===== src/rtl/seg_scan_display_if.sv =====
// Bus between a value producer (e.g. the Cal block) and the seven-segment scanner.
// The scanner takes the slave modport; the producer/bench takes master.
interface seg_scan_display_if #(
  parameter int BITWIDTH = 8
);
  logic [BITWIDTH-1:0] value_in;
  logic                load;
  logic [7:0]          SEG;
  logic [7:0]          AN;

  modport master (output value_in, output load, input SEG, input AN);
  modport slave  (input value_in, input load, output SEG, output AN);
endinterface


===== src/rtl/seg_scan_display.sv =====
// Time-multiplexed 8-digit hex scanner for an active-low seven-segment display.
// Optional leading-zero blanking is enabled by defining SEG_LZ_BLANK_EN.
module seg_scan_display #(
  parameter int BITWIDTH = 8,
  parameter int SCAN_DIV = 100000
) (
  input logic              clk,
  input logic              rst_n,
  seg_scan_display_if.slave bus
);

  localparam int NUM_DIG = (BITWIDTH + 3) / 4;
  localparam int DW      = 4 * NUM_DIG;
  localparam int CW      = (SCAN_DIV > 1) ? $clog2(SCAN_DIV) : 1;
  localparam logic [CW-1:0] CNT_MAX = CW'(SCAN_DIV - 1);
  localparam logic [2:0]    IDX_MAX = 3'(NUM_DIG - 1);

  logic [DW-1:0] disp_q;
  logic [DW-1:0] disp_ext;
  logic [CW-1:0] cnt_q;
  logic [2:0]    idx_q;
  logic [7:0]    seg_q, seg_d;
  logic [7:0]    an_q, an_d;
  logic [3:0]    nib;
`ifdef SEG_LZ_BLANK_EN
  logic          zero_run;
  logic          blank;
`endif

  function automatic logic [7:0] hex_to_seg(input logic [3:0] n);
    logic [7:0] s;
    case (n)
      4'h0: s = 8'hC0;
      4'h1: s = 8'hF9;
      4'h2: s = 8'hA4;
      4'h3: s = 8'hB0;
      4'h4: s = 8'h99;
      4'h5: s = 8'h92;
      4'h6: s = 8'h82;
      4'h7: s = 8'hF8;
      4'h8: s = 8'h80;
      4'h9: s = 8'h90;
      4'hA: s = 8'h88;
      4'hB: s = 8'h83;
      4'hC: s = 8'hC6;
      4'hD: s = 8'hA1;
      4'hE: s = 8'h86;
      default: s = 8'h8E;
    endcase
    return s;
  endfunction

  always_comb begin
    disp_ext = '0;
    disp_ext[BITWIDTH-1:0] = bus.value_in;
  end

  // Walk from the top digit down so zero_run tells whether everything above is zero.
  always_comb begin
    nib = 4'h0;
`ifdef SEG_LZ_BLANK_EN
    zero_run = 1'b1;
    blank    = 1'b0;
`endif
    for (int i = NUM_DIG - 1; i >= 0; i--) begin
`ifdef SEG_LZ_BLANK_EN
      zero_run = zero_run & (disp_q[4*i +: 4] == 4'h0);
`endif
      if (idx_q == 3'(i)) begin
        nib = disp_q[4*i +: 4];
`ifdef SEG_LZ_BLANK_EN
        blank = zero_run && (i != 0);
`endif
      end
    end
  end

  always_comb begin
    an_d  = ~(8'b1 << idx_q);
    seg_d = hex_to_seg(nib);
`ifdef SEG_LZ_BLANK_EN
    if (blank) begin
      an_d  = 8'hFF;
      seg_d = 8'hFF;
    end
`endif
  end

  always_ff @(posedge clk) begin
    if (!rst_n) begin
      disp_q <= '0;
      cnt_q  <= '0;
      idx_q  <= 3'd0;
      seg_q  <= 8'hFF;
      an_q   <= 8'hFF;
    end else begin
      if (bus.load) begin
        disp_q <= disp_ext;
      end
      if (cnt_q == CNT_MAX) begin
        cnt_q <= '0;
        idx_q <= (idx_q == IDX_MAX) ? 3'd0 : idx_q + 3'd1;
      end else begin
        cnt_q <= cnt_q + CW'(1);
      end
      seg_q <= seg_d;
      an_q  <= an_d;
    end
  end

  assign bus.SEG = seg_q;
  assign bus.AN  = an_q;

endmodule

===== src/flat_wrapper.sv =====
// flat-port wrapper written by rule: the top's interface ports become plain ports
module seg_scan_display_flat 
#(
  parameter int BITWIDTH = 8,
  parameter int SCAN_DIV = 100000
)
  (clk, rst_n, bus_value_in, bus_load, bus_SEG, bus_AN);
  seg_scan_display_if #(.BITWIDTH(BITWIDTH)) bus_i ();
  input logic clk;
  input logic rst_n;
  input wire logic [$bits(bus_i.value_in)-1:0] bus_value_in;
  input wire logic [$bits(bus_i.load)-1:0] bus_load;
  output wire logic [$bits(bus_i.SEG)-1:0] bus_SEG;
  output wire logic [$bits(bus_i.AN)-1:0] bus_AN;
  assign bus_i.value_in = bus_value_in;
  assign bus_i.load = bus_load;
  assign bus_SEG = bus_i.SEG;
  assign bus_AN = bus_i.AN;
  seg_scan_display #(.BITWIDTH(BITWIDTH), .SCAN_DIV(SCAN_DIV)) u_core (.clk(clk), .rst_n(rst_n), .bus(bus_i));
endmodule

===== config.mk =====
export PLATFORM = sky130hd
export DESIGN_NAME = seg_scan_display_flat
export DESIGN_NICKNAME = d
export VERILOG_FILES = /design/src/rtl/seg_scan_display_if.sv /design/src/rtl/seg_scan_display.sv /design/src/flat_wrapper.sv
export SDC_FILE = /design/constraint.sdc
export NUM_CORES = 1
export LEC_CHECK = 0
export ABC_AREA = 1
export ABC_CLOCK_PERIOD_IN_PS = 2500
export BUFFER_PORTS_ARGS = -buffer_cell sky130_fd_sc_hd__clkbuf_2
export CORE_UTILIZATION = 61
export CTS_CLUSTER_DIAMETER = 50
export DETAILED_ROUTE_END_ITERATION = 16
export GPL_TIMING_DRIVEN = 0
export PLACE_DENSITY = 0.86
export SYNTH_ARGS = -nofsm -noshare
export SYNTH_HDL_FRONTEND = slang
export SYNTH_SLANG_ARGS = --single-unit

===== constraint.sdc =====
create_clock -name clk -period 2.5 [get_ports clk]
set_input_delay 0.125 -clock clk [delete_from_list [all_inputs] [get_ports clk]]
set_output_delay 0.125 -clock clk [all_outputs]
set_load 0.02 [all_outputs]

---- Yosys cells after proc, flatten, opt, wreduce, memory -nomap -nowiden ----
Memories as Yosys holds them, arrays and structs flattened. A register that Yosys moved wholly into a read port is not among the register bits.
Cells that the tools add are included.
storage, ports and cells
  memories kept ........................... 1
  bits in registers ....................... 44
  output and inout bits ................... 16
  bits of input ports ..................... 11
  logic and storage cells ................. 19
  ROM bits ................................ 112
memory list
  memory           words  width  rd ports  clocked after Yosys merged registers in  wr ports  RTL line                text
  (no name shown)  16     7      1         1                                        0         seg_scan_display.sv:32  case (n)
cells by class
  reductions and logical operators ........ 3
  add/subtract/negate cells ............... 2
  equal/unequal tests ..................... 2
  muxes and demuxes ....................... 3
  bitwise gates (word level) .............. 2
  shift-type cells ........................ 1
operator list
  kind                   number
  $add 17x1->17 const B  1
  $eq 17x17->1 const B   1
  $mux 4                 2
  $not 8->8              1
  $shl 1x3->8 const A    1
  $add 3x1->3 const B    1
  $eq 3x1->1 const B     1
  $logic_not 3->1        1
  $mux 3                 1
  $reduce_or 2->1        1
  $logic_not 1->1        1
  $not 1->1              1

---- Longest topological paths before layout ----
  depth in word-level cells ............... 3
  mapped depth ............................ 10
  mapped depth without buffers ............ 9

---- Worst setup path after synthesis ----
Ideal clock, no wire load.
  path type ............................... register to register
  start ................................... register u_core.idx_q[0]
  end ..................................... register u_core.seg_q[3], in the netlist u_core.bus.SEG[3]
  period minus slack after synthesis ...... 1.530 ns
  data arrival time ....................... 1.397 ns
  cell stages (with the launch flop) ...... 10
  setup slack ............................. 0.970 ns
  data required time ...................... 2.367 ns
  setup time .............................. 0.133 ns
  buffers on the path ..................... 1
  cells stage by stage .................... dfxtp_1 -> buf_6 -> nand4_1 -> nand2_2 -> inv_1 -> ha_1 -> inv_1 -> nand3_1 -> nand3_1 -> nand3_1
on the way
  word-level cells in the longest chain between the ends .. 3
  elaborated cells between the ends (all ways) .. 4
  those cells by class .................... eq/ne: 1; mux: 2; reduce/logical: 1
ends and longest elaborated chain
  item                      RTL line                 text
  start: declaration        seg_scan_display.sv:21   logic [2:0] idx_q;
  start signal: assignment  seg_scan_display.sv:102  idx_q <= (idx_q == IDX_MAX) ? 3'd0 : idx_q + 3'd1;
  $eq 3x1->1                seg_scan_display.sv:69   if (idx_q == 3'(i)) begin
  $mux 4                    seg_scan_display.sv:69
  $mux 4 *                  seg_scan_display.sv:69
  end: declaration          seg_scan_display.sv:22   logic [7:0] seg_q, seg_d;
Every way passes the cells marked *; elsewhere a longest branch is shown, timed or not.
A chain may end at the register's enable or synchronous reset.

---- Worst setup path after layout ----
Ends and elaborated chain as after synthesis.

==> flow_summary.ini <==
[global_route]
globalRouteTotalUtil = 0.257
grt_pass1_wl_um = 6930
antenna_found_initial = 0
vias_in_the_first_global_route = 1635
grt_max_degree = 13
grt_overflow = 0

[yosys]
synth_top_flop_cell = sky130_fd_sc_hd__dfxtp_1
synth_seq_area_share = 0.409
netlist_top_cells_count = sky130_fd_sc_hd__nand2_1, sky130_fd_sc_hd__nor2_1, sky130_fd_sc_hd__dfxtp_1
netlist.area_leader.share = 0.409
syn_inst = 275
mappedNetlistArea_mm2 = 0.00211
synth_area_per_cell_um2 = 7.66
synthTopCellsByArea = sky130_fd_sc_hd__dfxtp_1, sky130_fd_sc_hd__nand2_1, sky130_fd_sc_hd__nor2_1, sky130_fd_sc_hd__nand3_1, sky130_fd_sc_hd__ha_1
yosysMostFrequentCell = sky130_fd_sc_hd__nand2_1
yosysTopAreaCell = sky130_fd_sc_hd__dfxtp_1
postSynthRegisterBits = 43
synth.distinct_cells = 32
yosys_warnings = 0
synth_edf_count = 0
asyncSetResetFlopFracSynth = 0
syn-num-nets = 295

[routing]
antenna_violating_nets_post_route = 0
totalWireLength_um = 4120
drtPass1Iterations = 4
route.vias.total = 1859
via_density_per_instance = 5.18
post-route-drc-count = 0
drt-initial-drc-count = 66
routedWlPerCell_um = 11.5

[critical_path]
timing.critical_path.mode_cell = sky130_fd_sc_hd__nand3_1
critPathRequiredTime_ns = 2.73
slowest_stage = sky130_fd_sc_hd__dfxtp_1
worst_path_dominant_cell_family = simple AND/OR/NAND/NOR gates
crit_path_cell_trace = buf_6, nand4_1, nand2_2, inv_1, ha_1, inv_1, nand3_1, nand3_1, nand3_1
worst-path-max-fanout = 10
critPathKind = reg -> reg
worstPathArrival_ns = 2.01
critical_path.startpoint_type = flip-flop
buffers_inverters_on_critical_path = 3
crit_path_max_incr_delay_ns = 0.50
endpoint_kind = flip-flop

[placement]
gp_routability_congestion = 0.913
detailed_place.area_mm2 = 0.00229
dp.cells = 344
io_buffer_count = 25
dpl.hpwl_um = 2950

[clocking]
cts_max_path_buffers = 2
tritoncts.num_buffers = 5
postCtsSetupBuffers = 0
clock_transition_at_path_regs_ns = 0.12
cts_root_buffer = sky130_fd_sc_hd__clkbuf_4
ctsHoldBuffers = 8
tritoncts = yes
cts.htree.levels = 2
cts-resized-gates = 0
clock-sinks = 43
clk_latency_ns = 0.36

[cells_and_area]
area_of_combinational_cells_with_multiple_inputs_mm2 = 0.00110
drive_above_1_share = 0.184
area.growth.synth_to_final_pct = 15.0
layout.cell_area.non_filler_mm2 = 0.00242
antenna_cell_count = 0
layout.cells.non_filler = 359
seqCellArea_um2 = 861
n_fill_cell = 245
final_nets = 335

[pwr]
ir_worst_vdd_mv = 0.321
p_sw_w = 0.000312
static-leakage-power_nw = 0.998
cell_internal_pwr_w = 0.000896
p_clk_frac = 0.285
power_frac_comb = 0.117
switching_share = 0.258
share_seq_of_total_power = 0.599
powerDensity_mw_per_mm2 = 499

[run_status]
run_status = complete, no violations

[die]
core_area_mm2 = 0.00315
die-area_mm2 = 0.00369
die_width_um = 60.8
boundaryPins = 27
dieHeight_um = 60.8
floorplan.rows = 20
initial_core_util = 0.668

[timing]
final_period_minus_worst_setup_slack_ns = 1.79
setup_total_negative_slack_ns = 0
rsz0062_at_grt = no
report.final.setup_viol = 0
report.final.slew_viol_count = 0
max_freq_mhz = 559
final-hold-violation-count = 0
post-route-period-util = 0.715
worst_clock_skew_ns = 0.0102

[run]
max_cap_violations = 0

[worst_hold_path]
timing.hold.worst.class = in -> reg
## cell type report
| class | count | share of cell area |
|---|---|---|
| multi-input combinational | 201 | 0.454 |
| sequential | 43 | 0.355 |
| timing repair buffer | 33 | 0.0847 |
| inverter | 25 | 0.0398 |
| tap | 44 | 0.0227 |
| clock buffer | 6 | 0.0212 |
| buffer | 6 | 0.0201 |
| clock inverter | 1 | 0.00207 |
## power by group through the flow
stage / combinational [W] / sequential [W] / clock, W
6_report: 0.000141 / 0.000723 / 0.000344
5_1_grt: 0.000157 / 0.000727 / 0.000379
4_1_cts: 0.000140 / 0.000724 / 0.000349
3_5_place_dp: 0.000129 / 0.000739 / 0
2_1_floorplan: 0.0000766 / 0.000751 / 0
3_3_place_gp: 0.000127 / 0.000737 / 0
## routing by layer
layer	wire, um	GRT usage	vias up
met1	1900	0.329	816
met3	245	0.0746	11
li1	-	-	967
met2	1900	0.410	65
met5	0	0	-
met4	66	0.101	0
## per-stage QoR
| stage | setup slack (ns) | total power (W) | utilization | hold slack, ns |
|---|---|---|---|---|
| 2_1_floorplan | 0.970 | 0.000828 | - | 0.260 |
| 3_3_place_gp | 0.809 | 0.000864 | 0.725 | 0.346 |
| 3_5_place_dp | 0.762 | 0.000869 | 0.725 | 0.354 |
| 4_1_cts | 0.740 | 0.00121 | 0.769 | 0.110 |
| 5_1_grt | 0.604 | 0.00126 | 0.769 | 0.131 |
| 6_report | 0.712 | 0.00121 | 0.769 | 0.124 |
## worst paths after layout
path,start,endpoint,slack [ns],cells past startpoint
setup / recovery,u_core.idx_q[0]$_SDFFE_PN0N_,u_core.bus.SEG[3]$_SDFF_PN1_,0.71,9
hold / removal,bus_load,u_core.disp_q[5]$_SDFFE_PN0P_,0.12,3
setup reg to reg,u_core.idx_q[0]$_SDFFE_PN0N_,u_core.bus.SEG[3]$_SDFF_PN1_,0.71,9
hold reg to reg,u_core.cnt_q[0]$_SDFF_PP0_,u_core.cnt_q[0]$_SDFF_PP0_,0.48,1
## sequential cells by signal, summed over array words and instances, names as in the netlist
register	flops
u_core.bus.SEG	7
u_core.disp_q	8
u_core.idx_q	3
u_core.bus.AN	8
u_core.cnt_q	17
## worst min-delay path: cells and delay by family
kind / cells / cell delay, ns
buffers and inverters: 1 / 0.15
AO/OA/AOI/OAI: 1 / 0.09
AND/OR/NAND/NOR: 1 / 0.08
## logic make-up after synthesis
| kind of cell | after synthesis | share of synthesized area |
|---|---|---|
| xor gates and xnor gates | 7 | 0.0291 |
| other | 1 | 0.00178 |
| DFF | 43 | 0.409 |
| and+or+nand+nor | 159 | 0.376 |
| AOI/OAI and AO/OA | 25 | 0.0618 |
| buffers and inverters | 31 | 0.0689 |
| adders and majority gates | 9 | 0.0534 |
## cells in the final DEF, fill, tap and decap left out
master                          count
sky130_fd_sc_hd__nand2_1           53
sky130_fd_sc_hd__nor2_1            50
sky130_fd_sc_hd__dfxtp_1           43
sky130_fd_sc_hd__clkbuf_2          25
sky130_fd_sc_hd__nand3_1           23
sky130_fd_sc_hd__inv_1             22
sky130_fd_sc_hd__o21ai_0           13
sky130_fd_sc_hd__nand4_1           10
sky130_fd_sc_hd__ha_1               9
sky130_fd_sc_hd__a21oi_1            8
sky130_fd_sc_hd__dlygate4sd3_1      8
sky130_fd_sc_hd__clkbuf_4           5
sky130_fd_sc_hd__nand3_2            4
sky130_fd_sc_hd__xnor2_1            4
sky130_fd_sc_hd__buf_6              3
sky130_fd_sc_hd__nand2_2            3
sky130_fd_sc_hd__nand2_4            3
sky130_fd_sc_hd__nor2_2             3
sky130_fd_sc_hd__xor2_1             3
sky130_fd_sc_hd__inv_2              2
sky130_fd_sc_hd__nor2_4             2
sky130_fd_sc_hd__clkbuf_1           2
sky130_fd_sc_hd__nand4_4            2
sky130_fd_sc_hd__o21ai_1            2
sky130_fd_sc_hd__nand3_4            1
sky130_fd_sc_hd__inv_4              1
sky130_fd_sc_hd__o211ai_1           1
sky130_fd_sc_hd__nor3_1             1
sky130_fd_sc_hd__and2_0             1
sky130_fd_sc_hd__nor3_2             1
sky130_fd_sc_hd__nand3b_1           1
sky130_fd_sc_hd__o31ai_1            1
sky130_fd_sc_hd__or2_0              1
sky130_fd_sc_hd__buf_4              1
sky130_fd_sc_hd__conb_1             1
sky130_fd_sc_hd__clkbuf_8           1
sky130_fd_sc_hd__clkinv_2           1
(Power assumes the default switching activity.)
